$ cat src/rtl/uart_rx_ext.sv
// UART receiver with configurable data width, parity and stop bits.
// Each bit is a 3-sample majority vote; parity, framing and break errors are reported per frame.
module uart_rx_ext #(
    parameter int unsigned CLK_FREQ  = 50_000_000,
    parameter int unsigned BAUD_RATE = 115200,
    parameter int unsigned DATA_BITS = 8,
    parameter int unsigned PARITY    = 0,
    parameter int unsigned STOP_BITS = 1
) (
    input  logic                 clk,
    input  logic                 rst,
    input  logic                 rx,
    output logic [DATA_BITS-1:0] rx_data,
    output logic                 rx_valid,
    output logic                 parity_err,
    output logic                 frame_err,
    output logic                 break_det,
    output logic                 busy
);
    localparam int unsigned B   = CLK_FREQ / BAUD_RATE;
    localparam int unsigned MID = B / 2;
    localparam int unsigned CW  = $clog2(B);

    typedef enum logic [2:0] {
        S_IDLE,
        S_START,
        S_DATA,
        S_PARITY,
        S_STOP,
        S_BREAK_WAIT
    } state_t;

    state_t state, state_n;

    logic                 rx_m, rx_s, rx_s_d;
    logic [CW-1:0]        cnt;
    logic [3:0]           bit_idx;
    logic                 v0, v1;
    logic [DATA_BITS-1:0] shreg;
    logic                 pbit;
    logic                 any_one;
    logic                 stop_low;

    logic at_v0, at_v1, at_dec, at_last;
    logic last_data, last_stop;
    logic maj_now, maj_ahead;
    logic par_x, par_bad, frame_bad, is_break;

    always_ff @(posedge clk or posedge rst) begin
        if (rst) begin
            rx_m   <= 1'b1;
            rx_s   <= 1'b1;
            rx_s_d <= 1'b1;
        end else begin
            rx_m   <= rx;
            rx_s   <= rx_m;
            rx_s_d <= rx_s;
        end
    end

    assign at_v0     = (cnt == CW'(MID - 1));
    assign at_v1     = (cnt == CW'(MID));
    assign at_dec    = (cnt == CW'(MID + 1));
    assign at_last   = (cnt == CW'(B - 1));
    assign last_data = (bit_idx == 4'(DATA_BITS - 1));
    assign last_stop = (bit_idx == 4'(STOP_BITS - 1));

    // maj_ahead votes at cnt=MID using rx_m, which is exactly what rx_s holds at
    // MID+1; the final stop bit is thus decided a cycle early so rx_valid lands
    // in the MID+1 slot while the state still leaves at MID+1 as for every bit.
    assign maj_now   = (v0 & v1) | (v0 & rx_s) | (v1 & rx_s);
    assign maj_ahead = (v0 & rx_s) | (v0 & rx_m) | (rx_s & rx_m);

    assign par_x     = (^shreg) ^ pbit;
    assign par_bad   = (PARITY == 1) ? ~par_x : (PARITY == 2) ? par_x : 1'b0;
    assign frame_bad = stop_low | ~maj_ahead;
    assign is_break  = ~(any_one | maj_ahead);

    assign busy = (state != S_IDLE);

    always_ff @(posedge clk or posedge rst) begin
        if (rst) state <= S_IDLE;
        else     state <= state_n;
    end

    always_comb begin
        state_n = state;
        case (state)
            S_IDLE:       if (rx_s_d && !rx_s) state_n = S_START;
            S_START: begin
                if (at_dec && maj_now) state_n = S_IDLE;
                else if (at_last)      state_n = S_DATA;
            end
            S_DATA: begin
                if (at_last && last_data)
                    state_n = (PARITY != 0) ? S_PARITY : S_STOP;
            end
            S_PARITY:     if (at_last) state_n = S_STOP;
            S_STOP: begin
                if (at_dec && last_stop)
                    state_n = break_det ? S_BREAK_WAIT : S_IDLE;
            end
            S_BREAK_WAIT: if (rx_s) state_n = S_IDLE;
            default:      state_n = S_IDLE;
        endcase
    end

    always_ff @(posedge clk or posedge rst) begin
        if (rst) begin
            cnt        <= '0;
            bit_idx    <= '0;
            v0         <= 1'b1;
            v1         <= 1'b1;
            shreg      <= '0;
            pbit       <= 1'b0;
            any_one    <= 1'b0;
            stop_low   <= 1'b0;
            rx_data    <= '0;
            rx_valid   <= 1'b0;
            parity_err <= 1'b0;
            frame_err  <= 1'b0;
            break_det  <= 1'b0;
        end else begin
            rx_valid <= 1'b0;
            if (at_v0) v0 <= rx_s;
            if (at_v1) v1 <= rx_s;

            case (state)
                S_IDLE, S_BREAK_WAIT: begin
                    cnt      <= '0;
                    bit_idx  <= '0;
                    any_one  <= 1'b0;
                    stop_low <= 1'b0;
                end
                default: cnt <= at_last ? '0 : cnt + CW'(1);
            endcase

            case (state)
                S_DATA: begin
                    if (at_dec) begin
                        shreg   <= {maj_now, shreg[DATA_BITS-1:1]};
                        any_one <= any_one | maj_now;
                    end
                    if (at_last) bit_idx <= last_data ? '0 : bit_idx + 4'd1;
                end
                S_PARITY: begin
                    if (at_dec) begin
                        pbit    <= maj_now;
                        any_one <= any_one | maj_now;
                    end
                end
                S_STOP: begin
                    if (at_dec && !last_stop) begin
                        any_one  <= any_one | maj_now;
                        stop_low <= stop_low | ~maj_now;
                    end
                    if (at_last) bit_idx <= bit_idx + 4'd1;
                    if (at_v1 && last_stop) begin
                        rx_data    <= shreg;
                        parity_err <= par_bad;
                        frame_err  <= frame_bad;
                        break_det  <= is_break;
                        rx_valid   <= 1'b1;
                    end
                end
                default: ;
            endcase
        end
    end
endmodule

$ cat config.mk
export PLATFORM = sky130hd
export DESIGN_NAME = uart_rx_ext
export DESIGN_NICKNAME = d
export VERILOG_FILES = /design/src/rtl/uart_rx_ext.sv
export SDC_FILE = /design/constraint.sdc
export NUM_CORES = 1
export LEC_CHECK = 0
export BUFFER_PORTS_ARGS = -buffer_cell sky130_fd_sc_hd__buf_4
export CORE_AREA = 2 2 69 78
export DETAILED_ROUTE_END_ITERATION = 10
export DIE_AREA = 0 0 71 80
export RECOVER_POWER = 100
export SYNTH_ARGS = -nofsm -noshare
export SYNTH_HDL_FRONTEND = slang
export SYNTH_SLANG_ARGS = --single-unit
$ cat constraint.sdc
create_clock -name clk -period 2.8 [get_ports clk]
set_input_delay 0 -clock clk [delete_from_list [all_inputs] [get_ports clk]]
set_output_delay 0 -clock clk [all_outputs]
set_load 0.03 [all_outputs]
=== Word-level counts from Yosys, hierarchy flattened ===
Index checks and enable logic that the tools add are counted.

* Input bits: 3
* Logic and storage cells: 90
* Register bits after elaboration: 42
* Output and inout bits: 13

* Equal/unequal tests: 16
* Add/sub/neg operators: 2
* Reduce and logical (&&, ||, !) cells: 16
* Muxes and demuxes: 25
* Bitwise gates (word level): 16

{| class="wikitable"
|+ Operators by type and width
! operator !! count
|-
| $eq A9 B8 Y1 const B || 3
|-
| $mux W3 || 8
|-
| $mux W9 || 2
|-
| $pmux W3 S6 || 1
|-
| $mux W4 || 4
|-
| $ne A2 B2 Y1 const B || 5
|-
| $add A9 B1 Y9 const B || 1
|-
| $eq A9 B9 Y1 const B || 1
|-
| $mux W1 || 8
|-
| $or A1 B1 Y1 || 8
|-
| $pmux W4 S2 || 1
|-
| $eq A3 B2 Y1 const B || 2
|-
| $eq A3 B3 Y1 const B || 2
|-
| $logic_and A1 B1 Y1 || 6
|-
| $reduce_and A6 Y1 || 1
|-
| $and A1 B1 Y1 || 5
|-
| $add A4 B1 Y4 const B || 1
|-
| $eq A4 B3 Y1 const B || 1
|-
| $logic_not A4 Y1 || 1
|-
| $reduce_and A2 Y1 || 2
|-
| $reduce_or A2 Y1 || 2
|-
| $eq A3 B1 Y1 const B || 1
|-
| $logic_not A3 Y1 || 1
|-
| $ne A3 B3 Y1 const B || 1
|-
| 4 further kinds || 7
|}

=== Depth between registers and ports, before layout ===
* Depth after elaboration: 7
* Depth in mapped cells: 7
* Depth with buffers taken out: 7

=== Worst setup path after synthesis ===
Ideal clock, no wire load.

* Kind: flip-flop to flip-flop
* From: register cnt[5]
* To: register break_det
* Library setup time: 0.125 ns
* Arrival time: 1.883 ns
* Setup slack: 0.791 ns
* Stages on the path, launching flop included: 7
* Data required time: 2.675 ns
* Cells stage by stage: dfrtp_1 > nand4b_2 > nor4b_4 > nand2_2 > nor4_4 > buf_6 > mux2_4

* Cells in the longest elaborated chain, start to end: 3

{| class="wikitable"
|+ RTL lines
! what !! RTL line !! text
|-
| start: declaration || 36 || <nowiki>logic [CW-1:0] cnt;</nowiki>
|-
| start signal: assignment || 135 || <nowiki>default: cnt <= at_last ? '0 : cnt + CW'(1);</nowiki>
|-
| $eq A9 B8 Y1 || 62 || <nowiki>assign at_v1 = (cnt == CW'(MID));</nowiki>
|-
| $logic_and A1 B1 Y1 || 158 || <nowiki>if (at_v1 && last_stop) begin</nowiki>
|-
| $reduce_and A2 Y1 (no source line) || n/a ||
|-
| end signal: assignment || 162 || <nowiki>break_det <= is_break;</nowiki>
|-
| end: declaration || 17 || <nowiki>output logic break_det,</nowiki>
|}

No other way between the ends.
A chain may end at the register's enable or synchronous reset.

=== Worst setup path after layout ===
* From: register cnt[1]
* To: register state[2]

* Cells in the longest elaborated chain, start to end: 4

{| class="wikitable"
|+ RTL lines
! what !! RTL line !! text
|-
| $eq A9 B8 Y1 or $eq A9 B9 Y1 (tied branches) || 63, 64 ||
|-
| $logic_and A1 B1 Y1, on equally long branches || 91, 100, 95 ||
|-
| $ne A3 B3 Y1 (no source line) (tied with other cells) || n/a ||
|-
| $reduce_and A6 Y1 (no source line) or $pmux W3 S6 (tied branches) || n/a ||
|-
| end signal: assignment || 83 || <nowiki>else state <= state_n;</nowiki>
|-
| end: declaration || 33 || <nowiki>state_t state, state_n;</nowiki>
|}

Several ways; a longest one is shown, not always the timed one.

==> metrics.csv <==
stage,metric,value,unit
timing,minimum period implied by the final worst setup slack,2280,ps
yosys,library cell occupying the most area in the post-synthesis netlist,sky130_fd_sc_hd__dfrtp_1,
yosys,syn nets,194,
timing,worst slew pin tran,1030,ps
placed_design,total half-perimeter wirelength after legalization and detailed placement,2.89,mm
floorplan,Die Outline Area,5680,um2
timing,slew margin rel.,0.314,
power_and_ir_drop,P per Cell Area,585,nW/um2
final_layout,post-layout utilization of the core,0.465,
yosys,Main synth FF type,sky130_fd_sc_hd__dfrtp_1,
global_routing,wire length of the first global-routing pass,6.98,mm
clock_tree,CTS HTree Levels,2,
floorplan,number of I/O pins,16,
global_routing,Congestion Overflow GR,0,
detailed_routing,number of DRC markers in iteration 0,55,
setup_path,worst path buffer plus inverter count,1,
clock_tree,Num Clock Sinks,42,
run,max-capacitance violation count,0,
final_layout,total area of sequential cells,1060,um2
final_layout,fraction of layout instances using a drive strength above 1,0.107,
setup_path,type of the worst setup path,register to register,
detailed_routing,total wirelength of the detailed-routed design,4.03,mm
final_layout,final instance area,2280,um2
yosys,sequential area share after synthesis,0.492,
yosys,number of warnings issued by yosys,0,
detailed_routing,Final ANT Viol Nets,0,
timing,setup skew after layout,10.1,ps
placed_design,post-placement cell count,253,
global_routing,vias in the first global route,1491,
global_routing,Global Route Usage Sum,0.156,
yosys,register bit total from synthesis,42,
floorplan,effective utilization at floorplan,0.439,
detailed_routing,detailed-routing iteration count for the pre-antenna-repair pass,4,
setup_path,startpoint kind of the worst setup timing path,register,
detailed_routing,drt drc,0,
power_and_ir_drop,VDD IR-drop max,240,uV
timing,final cycle utilization of the critical path,0.813,
clock_tree,number of buffers created by CTS,5,
clock_tree,Setup Buffers After CTS,0,
timing,fin. max-slew vios,0,
timing,final setup margin,523,ps
floorplan,Rows,27,
setup_path,peak fanout along the critical path,6,
global_routing,initial antenna violation count,0,
yosys,number of synthesized flops with an enable pin,0,
final_layout,multi-input logic area,923,um2
placed_design,worst setup slack before clock tree synthesis,641,ps
final_layout,number of filler instances in the final layout,478,
setup_path,reg2reg setup slack,520,ps
yosys,number of library cell types mapped by synthesis,48,
clock_tree,insertion delay of the later-clocked pin in the worst-skew pair,310,ps
setup_path,data required time of the worst path,3030,ps
floorplan,core area,4900,um2
timing,maximum achievable frequency,439,MHz
run_status,status,finished clean,
power_and_ir_drop,leakage power,1.03,nW
setup_path,critical path data arrival time,2510,ps
detailed_routing,average vias per placed instance,5.53,
yosys,dominant cells by area after synthesis,"sky130_fd_sc_hd__dfrtp_1, sky130_fd_sc_hd__mux2_4, sky130_fd_sc_hd__dfstp_2",
setup_path,Slowest Stage Delay on Critical Path,520,ps
final_layout,synth-to-layout area growth,5.82,%
timing,Worst Hold Margin,358,ps
timing,number of failing hold endpoints at the final stage,0,
placed_design,placed cell area,2300,um2
detailed_routing,average routed wire per standard cell,15.3,um
detailed_routing,total via count in the routed design,1454,
final_layout,most frequent cells in the layout,"sky130_fd_sc_hd__dfrtp_1, sky130_fd_sc_hd__nor2_1, sky130_fd_sc_hd__mux2_1",
yosys,top-area cell type share of the netlist area,0.430,
clock_tree,CTS tree,done,
setup_path,cell family with most CP delay,compound AO/OA/AOI/OAI gates,
clock_tree,master cell of the clock root buffer,sky130_fd_sc_hd__clkbuf_8,
timing,Final setup violation count,0,
timing,Setup Total Neg Slack,0,ps
final_layout,antenna diode count,0,
placed_design,I/O Buffers,14,
yosys,Synth Cell Area,2150,um2
timing,RSZ-0062 raised after global routing,false,
final_layout,Post-Layout Cell Count,263,
min_path,worst hold-check path type,input pin to register,
yosys,cells after synthesis,185,
final_layout,"most common cell after layout, fill and taps aside",sky130_fd_sc_hd__dfrtp_1,
final_layout,Final nets,213,
setup_path,library cell contributing the largest single delay on the critical path,sky130_fd_sc_hd__a221oi_1,
setup_path,sequence of cells on the critical path,inv_1 -> ha_1 -> nand4b_1 -> a211oi_1 -> o22ai_1 -> a221oi_1 -> mux2i_1,
yosys,asr flop ratio synth,1.00,
yosys,average cell area after synthesis,11.6,um2
setup_path,critical path endpoint category,register,
clock_tree,post-CTS clock slew at the launch and capture registers of the worst setup and hold paths,90,ps
floorplan,x dimension of the die,71,um
power_and_ir_drop,overall power after layout,1.33,mW
global_routing,largest net degree at the start of global routing,43,
floorplan,Die Ht,80,um
placed_design,routability-driven placement congestion ratio,0.810,
clock_tree,maximum buffer depth of the clock tree,2,
## what timing repair did
action                    in CTS  in global routing
resized for setup              0                  0
hold buffers                   2                  0
hold endpoints to repair      38                  0
## Yosys cell counts, drive strengths merged, types with 2 or more instances
cell type	count
nor2	20
ha	6
nand4b	2
nand2b	2
and3	3
or3	2
o31ai	2
dfstp	5
a21oi	3
buf	4
o21ai	4
xor2	6
dfrtp	37
nand4	4
nand3	8
and2	2
a211oi	2
mux2i	2
clkbuf	2
maj3	2
nand2	17
mux2	20
xnor2	2
a221oi	2
inv	10
## final timing paths
kind                               to  cells after the start    from
min reg2reg                      rx_s                      0    rx_m
min                              rx_m                      2      rx
max reg2reg                  state[2]                      7  cnt[1]
max                          state[2]                      7  cnt[1]
min in group asynchronous      cnt[3]                      4     rst
max in group asynchronous  bit_idx[1]                      4     rst
## kinds of logic (layout without fill, tap and decap cells)
family | Yosys count | after routing | synth area share
compound gates | 21 | 21 | 0.0716
mux | 22 | 22 | 0.144
simple gates | 67 | 67 | 0.177
flops | 42 | 42 | 0.492
xor+xnor | 8 | 8 | 0.0326
fa+ha+maj | 8 | 8 | 0.0442
buf+inv | 16 | 36 | 0.0372
other cells | 1 | 1 | 0.00174
## power by group
| group | total [mW] | internal, mW | switching (mW) |
|---|---|---|---|
| logic | 0.226 | 0.0823 | 0.143 |
| registers | 0.699 | 0.634 | 0.0657 |
| clock network | 0.406 | 0.178 | 0.228 |
## registers in the layout, indices dropped and copies added (netlist names), 3 cells and up
name     flops
cnt          9
bit_idx      4
state        3
rx_data      8
shreg        8
## area by class of cell
type / instances / area share
Timing Repair Buffer: 18 / 0.0407
Inverter: 10 / 0.0165
Clock buffer: 5 / 0.0302
Clock inverter: 3 / 0.0104
Sequential cell: 42 / 0.465
Multi-Input combinational cell: 127 / 0.406
Tap cell: 58 / 0.0319
## per-layer routing
metal | GRT usage | up-vias | share of wire
met5 | 0 | - | 0
met4 | 0.0585 | 0 | 0.012
met3 | 0.0442 | 5 | 0.042
met2 | 0.268 | 29 | 0.49
met1 | 0.186 | 737 | 0.45
li1 | - | 683 | -
## worst reg2reg max path, cell delays in order, from the launching register on
cell and delay (ps):
sky130_fd_sc_hd__dfrtp_1 460, sky130_fd_sc_hd__inv_1 100, sky130_fd_sc_hd__ha_1 190, sky130_fd_sc_hd__nand4b_1 150, sky130_fd_sc_hd__a211oi_1 360, sky130_fd_sc_hd__o22ai_1 170, sky130_fd_sc_hd__a221oi_1 520, sky130_fd_sc_hd__mux2i_1 260
(Power assumes the default switching activity.)
